## config.mk

```make
export PLATFORM = sky130hd
export DESIGN_NAME = program_loader_flat
export DESIGN_NICKNAME = d
export VERILOG_FILES = /design/src/rtl/rv_isa_pkg.sv /design/src/rtl/program_loader_if.sv /design/src/rtl/instr_encoder.sv /design/src/rtl/program_loader.sv /design/src/flat_wrapper.sv
export SDC_FILE = /design/constraint.sdc
export NUM_CORES = 1
export LEC_CHECK = 0
export BUFFER_PORTS_ARGS = -buffer_cell sky130_fd_sc_hd__buf_2
export CAP_MARGIN = 20
export CORE_ASPECT_RATIO = 2
export CORE_MARGIN = 3
export CORE_UTILIZATION = 50
export DETAILED_ROUTE_END_ITERATION = 6
export GPL_ROUTABILITY_DRIVEN = 0
export PLACE_DENSITY = 0.83
export SKIP_LAST_GASP = 1
export SYNTH_ARGS = -nofsm -noshare
export SYNTH_HDL_FRONTEND = slang
export SYNTH_SLANG_ARGS = --single-unit
```

## constraint.sdc

```tcl
create_clock -name clk -period 5.9 [get_ports clk]
set_clock_uncertainty 0.15 [all_clocks]
set_input_delay 0.59 -clock clk [delete_from_list [all_inputs] [get_ports clk]]
set_output_delay 0.59 -clock clk [all_outputs]
set_load 0.01 [all_outputs]
```

## src/rtl/rv_isa_pkg.sv

```systemverilog
// Shared RV32I encoding constants used by both the program loader and the core decode path.
package rv_isa_pkg;

  localparam logic [6:0] OP_R      = 7'b0110011;
  localparam logic [6:0] OP_I      = 7'b0010011;
  localparam logic [6:0] OP_LOAD   = 7'b0000011;
  localparam logic [6:0] OP_STORE  = 7'b0100011;
  localparam logic [6:0] OP_BRANCH = 7'b1100011;

  localparam logic [2:0] F3_BEQ = 3'b000;
  localparam logic [2:0] F3_BNE = 3'b001;
  localparam logic [2:0] F3_BLT = 3'b100;
  localparam logic [2:0] F3_LW  = 3'b010;
  localparam logic [2:0] F3_SW  = 3'b010;

  // Values 5..7 are deliberately left out; the encoder flags them illegal.
  typedef enum logic [2:0] {
    ClsRAlu   = 3'd0,
    ClsIAlu   = 3'd1,
    ClsLoad   = 3'd2,
    ClsStore  = 3'd3,
    ClsBranch = 3'd4
  } instr_class_e;

  typedef enum logic [1:0] {
    StLoading,
    StFlush,
    StDone,
    StError
  } loader_state_e;

endpackage

```

## src/rtl/program_loader_if.sv

```systemverilog
// Field-bundle stream into the program loader: valid/ready plus pre-split instruction fields.
interface program_loader_if;
  logic        in_valid;
  logic        in_ready;
  logic [2:0]  in_class;
  logic [4:0]  in_rd;
  logic [4:0]  in_rs1;
  logic [4:0]  in_rs2;
  logic [2:0]  in_funct3;
  logic        in_funct7b5;
  logic [12:0] in_imm;
  logic        in_last;

  modport master (
    output in_valid, in_class, in_rd, in_rs1, in_rs2, in_funct3, in_funct7b5, in_imm, in_last,
    input  in_ready
  );

  modport slave (
    input  in_valid, in_class, in_rd, in_rs1, in_rs2, in_funct3, in_funct7b5, in_imm, in_last,
    output in_ready
  );
endinterface

```

## src/rtl/instr_encoder.sv

```systemverilog
// Combinational RV32I encoder: instruction fields in, 32-bit word and illegal-class flag out.
module instr_encoder
  import rv_isa_pkg::*;
(
  input  logic [2:0]  cls_i,
  input  logic [4:0]  rd_i,
  input  logic [4:0]  rs1_i,
  input  logic [4:0]  rs2_i,
  input  logic [2:0]  funct3_i,
  input  logic        funct7b5_i,
  input  logic [12:0] imm_i,
  output logic [31:0] word_o,
  output logic        illegal_o
);

  // Branch offsets are always even, so imm bit 0 carries no information.
  logic unused_imm0;
  assign unused_imm0 = imm_i[0];

  always_comb begin
    word_o    = '0;
    illegal_o = 1'b0;
    case (instr_class_e'(cls_i))
      ClsRAlu:   word_o = {1'b0, funct7b5_i, 5'b0, rs2_i, rs1_i, funct3_i, rd_i, OP_R};
      ClsIAlu:   word_o = {imm_i[11:0], rs1_i, funct3_i, rd_i, OP_I};
      ClsLoad:   word_o = {imm_i[11:0], rs1_i, funct3_i, rd_i, OP_LOAD};
      ClsStore:  word_o = {imm_i[11:5], rs2_i, rs1_i, funct3_i, imm_i[4:0], OP_STORE};
      ClsBranch: word_o = {imm_i[12], imm_i[10:5], rs2_i, rs1_i, funct3_i, imm_i[4:1], imm_i[11],
                           OP_BRANCH};
      default:   illegal_o = 1'b1;
    endcase
  end

endmodule

```

## src/rtl/program_loader.sv

```systemverilog
// Boot-time loader: encodes field bundles and writes them to imem from address 0,
// holding the core in reset until the last word has landed.
module program_loader
  import rv_isa_pkg::*;
#(
  parameter int unsigned ADDR_W = 8
) (
  input  logic                clk,
  input  logic                rst,
  program_loader_if.slave     in_bus,
  output logic                imem_we,
  output logic [ADDR_W-1:0]   imem_addr,
  output logic [31:0]         imem_wdata,
  output logic                core_hold,
  output logic                done,
  output logic                err
);

  loader_state_e     state_q;
  logic [ADDR_W-1:0] cnt_q;
  logic              flush_err_q;
  logic              imem_we_q;
  logic [ADDR_W-1:0] imem_addr_q;
  logic [31:0]       imem_wdata_q;
  logic              core_hold_q;
  logic              done_q;
  logic              err_q;

  logic [31:0] enc_word;
  logic        enc_illegal;
  logic        accept;
  logic        at_last_addr;

  instr_encoder u_encoder (
    .cls_i      (in_bus.in_class),
    .rd_i       (in_bus.in_rd),
    .rs1_i      (in_bus.in_rs1),
    .rs2_i      (in_bus.in_rs2),
    .funct3_i   (in_bus.in_funct3),
    .funct7b5_i (in_bus.in_funct7b5),
    .imm_i      (in_bus.in_imm),
    .word_o     (enc_word),
    .illegal_o  (enc_illegal)
  );

  assign in_bus.in_ready = (state_q == StLoading) && !rst;
  assign accept          = in_bus.in_valid && in_bus.in_ready;
  assign at_last_addr    = (cnt_q == {ADDR_W{1'b1}});

  always_ff @(posedge clk) begin
    if (rst) begin
      state_q      <= StLoading;
      cnt_q        <= '0;
      flush_err_q  <= 1'b0;
      imem_we_q    <= 1'b0;
      imem_addr_q  <= '0;
      imem_wdata_q <= '0;
      core_hold_q  <= 1'b1;
      done_q       <= 1'b0;
      err_q        <= 1'b0;
    end else begin
      imem_we_q <= 1'b0;
      unique case (state_q)
        StLoading: begin
          if (accept) begin
            if (enc_illegal) begin
              state_q <= StError;
              err_q   <= 1'b1;
            end else begin
              imem_we_q    <= 1'b1;
              imem_addr_q  <= cnt_q;
              imem_wdata_q <= enc_word;
              cnt_q        <= cnt_q + 1'b1;
              // A last bundle at the top address is a clean finish, not an overflow.
              if (in_bus.in_last) begin
                state_q     <= StFlush;
                flush_err_q <= 1'b0;
              end else if (at_last_addr) begin
                state_q     <= StFlush;
                flush_err_q <= 1'b1;
              end
            end
          end
        end
        StFlush: begin
          if (flush_err_q) begin
            state_q <= StError;
            err_q   <= 1'b1;
          end else begin
            state_q     <= StDone;
            done_q      <= 1'b1;
            core_hold_q <= 1'b0;
          end
        end
        StDone, StError: begin
          state_q <= state_q;
        end
      endcase
    end
  end

  assign imem_we    = imem_we_q;
  assign imem_addr  = imem_addr_q;
  assign imem_wdata = imem_wdata_q;
  assign core_hold  = core_hold_q;
  assign done       = done_q;
  assign err        = err_q;

endmodule

```

## src/flat_wrapper.sv

```systemverilog
// flat-port wrapper written by rule: the top's interface ports become plain ports
module program_loader_flat import rv_isa_pkg::*;
#(
  parameter int unsigned ADDR_W = 8
)
  (clk, rst, imem_we, imem_addr, imem_wdata, core_hold, done, err, in_bus_in_valid, in_bus_in_class, in_bus_in_rd, in_bus_in_rs1, in_bus_in_rs2, in_bus_in_funct3, in_bus_in_funct7b5, in_bus_in_imm, in_bus_in_last, in_bus_in_ready);
  program_loader_if in_bus_i ();
  input  logic clk;
  input  logic rst;
  output logic imem_we;
  output logic [ADDR_W-1:0] imem_addr;
  output logic [31:0] imem_wdata;
  output logic core_hold;
  output logic done;
  output logic err;
  input wire logic [$bits(in_bus_i.in_valid)-1:0] in_bus_in_valid;
  input wire logic [$bits(in_bus_i.in_class)-1:0] in_bus_in_class;
  input wire logic [$bits(in_bus_i.in_rd)-1:0] in_bus_in_rd;
  input wire logic [$bits(in_bus_i.in_rs1)-1:0] in_bus_in_rs1;
  input wire logic [$bits(in_bus_i.in_rs2)-1:0] in_bus_in_rs2;
  input wire logic [$bits(in_bus_i.in_funct3)-1:0] in_bus_in_funct3;
  input wire logic [$bits(in_bus_i.in_funct7b5)-1:0] in_bus_in_funct7b5;
  input wire logic [$bits(in_bus_i.in_imm)-1:0] in_bus_in_imm;
  input wire logic [$bits(in_bus_i.in_last)-1:0] in_bus_in_last;
  output wire logic [$bits(in_bus_i.in_ready)-1:0] in_bus_in_ready;
  assign in_bus_i.in_valid = in_bus_in_valid;
  assign in_bus_i.in_class = in_bus_in_class;
  assign in_bus_i.in_rd = in_bus_in_rd;
  assign in_bus_i.in_rs1 = in_bus_in_rs1;
  assign in_bus_i.in_rs2 = in_bus_in_rs2;
  assign in_bus_i.in_funct3 = in_bus_in_funct3;
  assign in_bus_i.in_funct7b5 = in_bus_in_funct7b5;
  assign in_bus_i.in_imm = in_bus_in_imm;
  assign in_bus_i.in_last = in_bus_in_last;
  assign in_bus_in_ready = in_bus_i.in_ready;
  program_loader #(.ADDR_W(ADDR_W)) u_core (.clk(clk), .rst(rst), .in_bus(in_bus_i), .imem_we(imem_we), .imem_addr(imem_addr), .imem_wdata(imem_wdata), .core_hold(core_hold), .done(done), .err(err));
endmodule
```

==> flow_summary.yaml <==
status:
  status: "completed"
timing:
  finalHoldViolCount: 0
  fmax_mhz: 402.5
  finalCritPeriodShare: 0.4211
  rsz0062_at_grt: "false"
  setup_tns_ps: 0
  slew_headroom: 0.3452
  finalSetupViolCount: 0
  drv_slew: 0
  period_needed_ps: 2485
  tightest_slew_ps: 982.1
  worst_slack_ps: 3415
die:
  die_h_um: 104.9
  start_util: 0.5218
  ios: 84
  dieArea_um2: 5816
  core-area_um2: 4686
  rows: 35
  die_x_um: 55.45
synthesis:
  async_flop_share: 0
  synth_top_flop_cell: "dfxtp_1"
  synth.avg_cell_area_um2: 8.344
  synth-edff-count: 0
  netlist_area_um2: 2445
  ys_types: 46
  yosysSeqAreaShare: 0.4258
  ys_ff_latch: 52
  syn_inst: 293
  yosys_warnings: 0
layout:
  area_delta_synth_final_pct: 19.50
  nNetsFinal: 392
  drive_gt1_frac: 0.2890
  fillCellCount: 442
  final_cell_mix: "buf_2 (81), dfxtp_1 (52), a21oi_1 (45)"
  antennaDiodeCount: 0
  final_cells: 408
  final_common_cell: "buf_2"
cts:
  cts-root-buf: "clkbuf_8"
  cts_tree: "yes"
  clock_latency_ps: 310
  cts-resized-gates: 0
  cts_hold_buf: 0
  cts_buffers: 5
  cts.sink_count: 52
  cts_buffer_depth: 2
  clk_pin_slew_ps: 90
  h-tree-depth: 2
  postCtsSetupRepairBufs: 0
global_routing:
  grt.total_usage: 0.2160
  antenna_found_initial: 0
  grt_pass1_vias: 2219
  grt_pass1_wl_um: 10390
  grt_max_degree: 52
  grt_overflow: 0
detailed_routing:
  avgRoutedWirePerCell_um: 15.19
  drtAntennaViolNets: 0
  drt_first_pass_iters: 4
  vias: 2414
  routed.top_layer: "met4"
  vias_per_cell: 5.917
  wl_met3_um: 255
  wl_met1_um: 2385
  detail_route.wirelength_um: 6197
  drtIter0Drc: 49
  remaining_drc_errors: 0
  wl_met2_um: 3427
placed_design:
  placedCellCount: 400
  post-place-ws_ps: 3103
  portBuffers: 81
  dp_hpwl_um: 4349
critical_path:
  cp.required_ps: 5940
  critPathKind: "in -> reg"
  ff2ff_setup_slack_ps: 3720
  crit_path_start_kind: "input pin"
  worstPathMaxFanout: 34
  cpPeakStageDelay_ps: 830
  path_cells: "buf_2 -> o21a_1 -> nor2_2 -> a2111oi_0"
  cp_slowest_cell: "o21a_1"
  cp-end-kind: "register"
  crit_arrival_ps: 2530
run:
  maxCapViolations: 0
power_and_ir_drop:
  ir_worst_vdd_mv: 0.2093
  leakage_nw: 1.201
  power_density_nw_per_um2: 251.1
hold_path:
  hold_path.class: "reg -> reg"
## critical path, delay by kind of cell
| family | cells | cell delay [ps] |
|---|---|---|
| AOI/OAI and AO/OA | 2 | 1270 |
| and+or+nand+nor | 1 | 270 |
| buffers and inverters | 1 | 400 |
## per-stage QoR
step | util | hold slack (ps) | total power [mW] | area [um^2]
final | 0.6235 | 324.0 | 0.7335 | 2922
after global routing | 0.6235 | 344.5 | 0.7666 | 2922
after CTS | 0.6235 | 326.2 | 0.7385 | 2922
after detailed placement | 0.5989 | 311.6 | 0.4905 | 2806
after global placement | 0.5989 | 302.5 | 0.4869 | 2806
after floorplan | - | 321.0 | 0.4515 | 2449
## state kept, by name, summed over array words and instances (netlist names)
name / count
u_core.flush_err_q: 1
u_core.state_q: 2
u_core.imem_addr: 8
u_core.cnt_q: 8
u_core.imem_wdata: 29
u_core.done: 1
u_core.imem_we: 1
u_core.err: 1
u_core.core_hold: 1
## cells in the mapped netlist, types with 3 or more instances
cell	count	area, um^2
a31oi_1	4	25.02
nand3b_1	4	30.03
nor2_1	9	33.78
buf_2	4	20.02
o21ai_0	28	140.1
a211oi_1	6	45.04
a211o_1	5	43.79
a311oi_1	6	52.55
o21a_1	3	22.52
nand4_1	8	50.05
or2_2	5	31.28
clkbuf_1	23	86.33
o22ai_1	4	25.02
a21oi_1	45	225.2
mux2i_1	8	80.08
buf_4	3	22.52
nand2_1	14	52.55
a2111oi_0	5	43.79
nand3_1	22	110.1
inv_1	3	11.26
nor4_1	3	18.77
dfxtp_1	52	1041
## cell type report
type	instances	area, um^2	area share
Clock buffer	5	68.82	0.02355
Clock inverter	3	46.29	0.01585
Inverter	3	11.26	0.003854
Multi-Input combinational cell	207	1265	0.4330
Sequential cell	52	1041	0.3563
Tap cell	55	68.82	0.02355
Timing Repair Buffer	83	420.4	0.1439
## worst paths after layout
| check | from | cells after the start | endpoint |
|---|---|---|---|
| worst min-delay path | u_core.core_hold$_SDFFE_PP1P_ | 2 | u_core.core_hold$_SDFFE_PP1P_ |
| worst max register to register | u_core.state_q[1]$_SDFFE_PP0P_ | 3 | u_core.cnt_q[5]$_SDFFE_PP0P_ |
| worst min register to register | u_core.core_hold$_SDFFE_PP1P_ | 2 | u_core.core_hold$_SDFFE_PP1P_ |
| worst max-delay path | in_bus_in_class[0] | 4 | u_core.flush_err_q$_SDFFE_PP0P_ |
## cells by family after synthesis
kind of cell / Yosys count / share of synthesized area
other cells: 1 / 0.001534
fa+ha+maj: 1 / 0.005117
simple gates: 80 / 0.1817
mux: 10 / 0.04197
compound gates: 114 / 0.2804
flops: 52 / 0.4258
buf+inv: 35 / 0.06346
## report_power, final
part | internal [mW] | switching [mW]
clock network | 0.128 | 0.123
registers | 0.364 | 0.0101
logic | 0.0413 | 0.0669
## routing by layer
layer  vias up  global-route usage
met5         -                   0
met4         0             0.08000
met3        12             0.03832
met2        63              0.3958
met1      1124              0.2411
li1       1215                   -
Note: power is estimated with default switching activity, not from simulation.
